[config.mk]
export PLATFORM = sky130hd
export DESIGN_NAME = uart_rx_core
export DESIGN_NICKNAME = d
export VERILOG_FILES = /design/src/rtl/uart_rx_core.sv
export SDC_FILE = /design/constraint.sdc
export NUM_CORES = 1
export LEC_CHECK = 0
export CORE_ASPECT_RATIO = 1.25
export CORE_UTILIZATION = 25
export DETAILED_ROUTE_END_ITERATION = 10
export GPL_ROUTABILITY_DRIVEN = 0
export HOLD_SLACK_MARGIN = 0.02
export MAX_ROUTING_LAYER = met4
export PLACE_DENSITY_LB_ADDON = 0.1
export SYNTH_ARGS = -nofsm -noshare
export SYNTH_HDL_FRONTEND = slang
export SYNTH_SLANG_ARGS = --single-unit
[constraint.sdc]
create_clock -name clk -period 2.54 [get_ports clk]
set_clock_uncertainty 0.1 [all_clocks]
set_input_delay 0.508 -clock clk [delete_from_list [all_inputs] [get_ports clk]]
set_output_delay 0.508 -clock clk [all_outputs]
set_load 0.005 [all_outputs]
[src/rtl/uart_rx_core.sv]
// ---------------------------------------------------------------------------
// uart_rx_core
//
// Receive half of the board UART. Deserializes an 8N1 stream arriving on
// the uart_rx pin into bytes for the 6502 I/O logic. Uses the same fixed
// clocks-per-bit scheme as the transmitter, so one instance of each gives a
// full-duplex port.
//
// Contents: two-flop input synchronizer, start-bit qualifier, bit-sampling
// state machine and a one-byte holding register with a valid/ready handshake.
//
// Parameters
//   CLK_DIV    system clocks per serial bit (4..65535)
//
// Ports
//   clk        system clock, all state on the rising edge
//   rst_n      asynchronous active-low reset
//   uart_rx    serial line, idle high, asynchronous to clk
//   rx_data    received byte, meaningful while rx_valid=1
//   rx_valid   holding register full
//   rx_ready   consumer accepts the byte when rx_valid & rx_ready
//   overrun    sticky: a byte was dropped because the holding register was full
//   frame_err  one-cycle pulse: stop bit sampled low
//   busy       receiver state machine is not idle
// ---------------------------------------------------------------------------
module uart_rx_core #(
    parameter int unsigned CLK_DIV = 16
) (
    input  logic       clk,
    input  logic       rst_n,
    input  logic       uart_rx,
    output logic [7:0] rx_data,
    output logic       rx_valid,
    input  logic       rx_ready,
    output logic       overrun,
    output logic       frame_err,
    output logic       busy
);

    // Start edge to start-bit sample offset; not meant to be overridden.
    localparam int unsigned HALF = CLK_DIV / 2;
    localparam int unsigned CW   = $clog2(CLK_DIV);

    // The baud counter counts down and the sample is taken in the cycle it
    // reads zero, so a load of N-1 places the sample N cycles after the load
    // cycle.
    localparam logic [CW-1:0] HALF_LD = CW'(HALF - 1);
    localparam logic [CW-1:0] DIV_LD  = CW'(CLK_DIV - 1);

    typedef enum logic [2:0] {
        S_IDLE,
        S_START,
        S_DATA,
        S_STOP,
        S_WAIT_IDLE
    } state_e;

    // -----------------------------------------------------------------------
    // Input synchronizer. Both stages reset to the idle (high) level so a
    // reset never looks like a start bit. rxd_s_q is the only view of the
    // line that any decision below uses.
    // -----------------------------------------------------------------------
    logic sync1_q;
    logic rxd_s_q;

    always_ff @(posedge clk or negedge rst_n) begin
        if (!rst_n) begin
            sync1_q <= 1'b1;
            rxd_s_q <= 1'b1;
        end else begin
            sync1_q <= uart_rx;
            rxd_s_q <= sync1_q;
        end
    end

    // -----------------------------------------------------------------------
    // Bit-sampling state machine
    // -----------------------------------------------------------------------
    state_e        state_q;
    logic [CW-1:0] baud_q;
    logic [2:0]    bit_cnt_q;
    logic [7:0]    shift_q;
    logic          frame_err_q;

    logic tick;
    assign tick = (baud_q == '0);

    always_ff @(posedge clk or negedge rst_n) begin
        if (!rst_n) begin
            state_q     <= S_IDLE;
            baud_q      <= '0;
            bit_cnt_q   <= 3'd0;
            shift_q     <= 8'h00;
            frame_err_q <= 1'b0;
        end else begin
            frame_err_q <= 1'b0;
            case (state_q)
                S_IDLE: begin
                    if (!rxd_s_q) begin
                        state_q <= S_START;
                        baud_q  <= HALF_LD;
                    end
                end

                S_START: begin
                    if (tick) begin
                        // A line that is high again at mid start bit was
                        // only a glitch: drop it silently.
                        if (!rxd_s_q) begin
                            state_q   <= S_DATA;
                            baud_q    <= DIV_LD;
                            bit_cnt_q <= 3'd0;
                        end else begin
                            state_q <= S_IDLE;
                        end
                    end else begin
                        baud_q <= baud_q - 1'b1;
                    end
                end

                S_DATA: begin
                    if (tick) begin
                        // LSB first: each new bit enters at the top.
                        shift_q <= {rxd_s_q, shift_q[7:1]};
                        baud_q  <= DIV_LD;
                        if (bit_cnt_q == 3'd7) begin
                            state_q <= S_STOP;
                        end else begin
                            bit_cnt_q <= bit_cnt_q + 3'd1;
                        end
                    end else begin
                        baud_q <= baud_q - 1'b1;
                    end
                end

                S_STOP: begin
                    if (tick) begin
                        // Return straight to IDLE on a good stop bit so a
                        // start bit immediately following is not missed.
                        if (rxd_s_q) begin
                            state_q <= S_IDLE;
                        end else begin
                            frame_err_q <= 1'b1;
                            state_q     <= S_WAIT_IDLE;
                        end
                    end else begin
                        baud_q <= baud_q - 1'b1;
                    end
                end

                S_WAIT_IDLE: begin
                    // Break or stuck-low line: wait for it to go high
                    // before looking for another start bit.
                    if (rxd_s_q) begin
                        state_q <= S_IDLE;
                    end
                end

                default: begin
                    state_q <= S_IDLE;
                end
            endcase
        end
    end

    // -----------------------------------------------------------------------
    // Holding register
    // -----------------------------------------------------------------------
    logic       rx_valid_q, rx_valid_d;
    logic [7:0] rx_data_q,  rx_data_d;
    logic       overrun_q,  overrun_d;

    logic byte_done;
    logic accept;
    logic load;

    // The byte is complete in the stop-sample cycle; shift_q already holds
    // all eight data bits at that point.
    assign byte_done = (state_q == S_STOP) && tick && rxd_s_q;
    assign accept    = rx_valid_q && rx_ready;
    // An accept in the same cycle frees the register, so that case loads
    // rather than counting as an overrun.
    assign load      = byte_done && (!rx_valid_q || rx_ready);

    always_comb begin
        rx_valid_d = rx_valid_q;
        rx_data_d  = rx_data_q;
        overrun_d  = overrun_q;
        if (accept) begin
            rx_valid_d = 1'b0;
            overrun_d  = 1'b0;
        end
        if (load) begin
            rx_valid_d = 1'b1;
            rx_data_d  = shift_q;
        end else if (byte_done) begin
            // Register full and not being drained: keep the old byte.
            overrun_d = 1'b1;
        end
    end

    always_ff @(posedge clk or negedge rst_n) begin
        if (!rst_n) begin
            rx_valid_q <= 1'b0;
            rx_data_q  <= 8'h00;
            overrun_q  <= 1'b0;
        end else begin
            rx_valid_q <= rx_valid_d;
            rx_data_q  <= rx_data_d;
            overrun_q  <= overrun_d;
        end
    end

    assign rx_data   = rx_data_q;
    assign rx_valid  = rx_valid_q;
    assign overrun   = overrun_q;
    assign frame_err = frame_err_q;
    assign busy      = (state_q != S_IDLE);

endmodule

==> impl_metrics.csv <==
group,metric,value,unit
outcome,status,"complete, no violations",
routing,via_count,915,
cts,cts_repair_resize_count,0,
routing,drt-initial-drc-count,43,
synth,synthSimpleGateAreaFrac,0.110,
synth,syn-num-nets,121,
worst_hold_path,worst_hold_path_type,"reg -> reg",
layout,post_route_cells_drive_above_1_share,0.254,
timing,fmax,454,MHz
timing,report.final.slew_viol_count,0,
global_routing,first_pass_grt_wire_length,5060,um
critical_path,cp_data_arrival_time,2.26,ns
routing,dr.pass1.iters,4,
cts,cts.reportedPaths.clkPinSlew,0.06,ns
synth,avgSynthCellArea,12.6,um^2
die,floorplan.initialDensity,0.260,
synth,share_of_yosys_cell_area_claimed_by_the_top_area_cell_type,0.509,
cts,hold_buffers_post_cts,0,
synth,synth.lib_cells_used.distinct,33,
routing,postRouteWirelength,2760,um
synth,synth_enable_flop_cells,0,
synth,synth_seq_area_share,0.546,
timing,slew_hr,0.663,
critical_path,critPathKind,"reg -> reg",
die,die_height,86.5,um
routing,viasPerCell,4.62,
timing,setup-tns-final,0,ns
cts,clk_path_buf_depth,2,
routing,met2_length,1390,um
timing,period_share,0.866,
synth,ys.flop_type,"sky130_fd_sc_hd__dfrtp_1",
die,rows,30,
synth,yosys_reg_bits,31,
power_and_ir_drop,power.density_cell_area,809,nW/um^2
critical_path,worstPathMaxFanout,6,
timing,final_period_minus_worst_setup_slack,2.20,ns
synth,synthArstFlopShare,1.00,
cts,clock_tree_from_tritoncts,"done",
power_and_ir_drop,peakVddDrop,0.310,mV
timing,final_critical_path_setup_slack,0.339,ns
cts,cts_root_buffer,"sky130_fd_sc_hd__clkbuf_8",
cts,cts.repair_timing.setup_buffer_count,0,
global_routing,grt_antenna_before_repair,0,
cts,cts_buffers,5,
layout,finalNetCount,141,
synth,main_combinational_cell_family_by_area_after_synthesis,"multiplexers",
placed_design,pre_cts_ws,0.353,ns
global_routing,track_usage,0.112,
global_routing,grt_remaining_overflow,0,
routing,drt-met1-wl,1230,um
global_routing,via_count_of_the_first_global_routing_pass,1027,
die,die-width,69.6,um
timing,grt_setup_unrepaired,"no",
routing,wl_met3,75,um
synth,synth_mux_area_frac,0.171,
critical_path,cp-end-kind,"flop",
synth,post_synth_instance_area,1430,um^2
timing,worstMarginPinSlew,0.503,ns
synth,synth.area.top_cells,"sky130_fd_sc_hd__dfrtp_1 51%, sky130_fd_sc_hd__mux2_2 8.7%, sky130_fd_sc_hd__mux2_4 6.3%",
synth,synth.yosys.warnings,0,
synth,syn_inst,113,
layout,area_growth,23.1,%
routing,final_antenna_net_count,0,
global_routing,pin_count_of_the_biggest_net_entering_global_routing,32,
placed_design,io_buffer_count,15,
routing,remaining_drcs,0,
critical_path,startpoint_type,"flop",
cts,cts_sinks,31,
routing,maxUsedRoutingLayer,"met4",
routing,final_routed_wire_length_divided_by_cell_count,13.9,um
synth,post-synth-top-area-cell,"sky130_fd_sc_hd__dfrtp_1",
power_and_ir_drop,leakage,0.000824,uW
critical_path,worst-endpoint-required,2.60,ns
die,boundaryPins,16,
timing,timing.final.hold_violations,0,
layout,n_antenna_cell,0,
die,total_die_area,6010,um^2
cts,htree_levels,2,
die,floorplan.core_area,5480,um^2
cts,clk-insertion-delay-late,0.28,ns
synth,synth_compound_gate_area_share,0.0982,
flow_run,max_cap_viol,0,
synth,synth-xor-area-share,0,
timing,setup_viol,0,
synth,synth-adder-area-share,0.0351,
placed_design,hpwlAfterDp,1950,um
==> cells by family (layout without fill, tap and decap cells) <==
logic type               count (synthesis)  in the layout
buffers and inverters                   13             34
AO/OA/AOI/OAI                           19             19
AND/OR/NAND/NOR                         26             26
adder cells (fa/ha/maj)                  4              4
flip-flops                              31             31
multiplexers                            20             20
==> routing by layer <==
layer / vias up / track usage
li1: 439 / -
met1: 457 / 0.125
met2: 13 / 0.188
met3: 6 / 0.0267
met4: 0 / 0.0557
met5: - / -
==> worst max-delay path, cell delays in order, from the launching register on <==
cell and delay, ns:
sky130_fd_sc_hd__dfrtp_1 0.42, sky130_fd_sc_hd__inv_1 0.10, sky130_fd_sc_hd__ha_1 0.17, sky130_fd_sc_hd__or3b_4 0.41
sky130_fd_sc_hd__or3_1 0.54, sky130_fd_sc_hd__mux2_4 0.36
==> cell type report <==
class / count / area [um^2]
multi-input combinational: 69 / 591
timing repair buffer: 19 / 180
inverter: 7 / 26.3
sequential: 31 / 778
fill: 562 / 3720
tap: 64 / 80.1
clock buffer: 8 / 100
==> per-stage QoR <==
step	total power, uW	cells	area (um^2)	hold slack [ns]	util
after detailed placement	1010	190	1660	0.250	0.302
final	1420	198	1760	0.256	0.320
after global placement	1000	190	1660	0.247	0.302
after CTS	1450	198	1760	0.260	0.320
after floorplan	889	113	1430	0.112	-
after global routing	1530	198	1760	0.265	0.320
==> where the power goes <==
group          total (uW)  internal [uW]  leakage (uW)  switching [uW]
Combinational         349            180      0.000364             169
Clock                 423            247     0.0000515             176
Sequential            648            568      0.000409            80.0
==> sequential cells by signal, summed over array words and instances, names as in the netlist, 3 cells and up <==
signal     cells
baud_q         4
rx_data        8
bit_cnt_q      3
shift_q        8
state_q        3
==> cell usage in the layout, fill, tap and decap left out, types with 2 or more instances in the layout <==
| cell | count |
|---|---|
| sky130_fd_sc_hd__dfrtp_1 | 29 |
| sky130_fd_sc_hd__clkdlybuf4s50_1 | 15 |
| sky130_fd_sc_hd__mux2_2 | 11 |
| sky130_fd_sc_hd__inv_1 | 7 |
| sky130_fd_sc_hd__clkbuf_8 | 7 |
| sky130_fd_sc_hd__nor2_1 | 6 |
| sky130_fd_sc_hd__mux2_4 | 6 |
| sky130_fd_sc_hd__nand2_1 | 5 |
| sky130_fd_sc_hd__a21oi_1 | 4 |
| sky130_fd_sc_hd__ha_1 | 4 |
| sky130_fd_sc_hd__buf_4 | 4 |
| sky130_fd_sc_hd__mux2i_1 | 3 |
| sky130_fd_sc_hd__o21bai_1 | 3 |
| sky130_fd_sc_hd__nand2b_1 | 2 |
| sky130_fd_sc_hd__nor3_1 | 2 |
| sky130_fd_sc_hd__nand3_1 | 2 |
| sky130_fd_sc_hd__a211oi_1 | 2 |
| sky130_fd_sc_hd__nor3b_1 | 2 |
| sky130_fd_sc_hd__a32o_1 | 2 |
| sky130_fd_sc_hd__a22oi_1 | 2 |
| sky130_fd_sc_hd__a221oi_1 | 2 |
| sky130_fd_sc_hd__dfstp_2 | 2 |
==> worst paths after layout <==
path	start	end	slack (ns)	cells after the start
min in group asynchronous	rst_n	bit_cnt_q[2]$_DFFE_PN0P_	0.53	2
max in group asynchronous	rst_n	rxd_s_q$_DFF_PN1_	1.48	2
worst max-delay path	baud_q[0]$_DFFE_PN0P_	shift_q[1]$_DFFE_PN0P_	0.34	5
worst max register to register	baud_q[0]$_DFFE_PN0P_	shift_q[1]$_DFFE_PN0P_	0.34	5
worst min-delay path	sync1_q$_DFF_PN1_	rxd_s_q$_DFF_PN1_	0.26	0
worst min register to register	sync1_q$_DFF_PN1_	rxd_s_q$_DFF_PN1_	0.26	0
==> synth_stat cells (2+ instances only) <==
master	instances
sky130_fd_sc_hd__dfrtp_1	29
sky130_fd_sc_hd__mux2_2	11
sky130_fd_sc_hd__inv_1	7
sky130_fd_sc_hd__mux2_4	6
sky130_fd_sc_hd__nor2_1	6
sky130_fd_sc_hd__nand2_1	5
sky130_fd_sc_hd__a21oi_1	4
sky130_fd_sc_hd__clkbuf_1	4
sky130_fd_sc_hd__ha_1	4
sky130_fd_sc_hd__mux2i_1	3
sky130_fd_sc_hd__o21bai_1	3
sky130_fd_sc_hd__a211oi_1	2
sky130_fd_sc_hd__a221oi_1	2
sky130_fd_sc_hd__a22oi_1	2
sky130_fd_sc_hd__a32o_1	2
sky130_fd_sc_hd__dfstp_2	2
sky130_fd_sc_hd__nand2b_1	2
sky130_fd_sc_hd__nand3_1	2
sky130_fd_sc_hd__nor3_1	2
sky130_fd_sc_hd__nor3b_1	2
(Power assumes the default switching activity.)
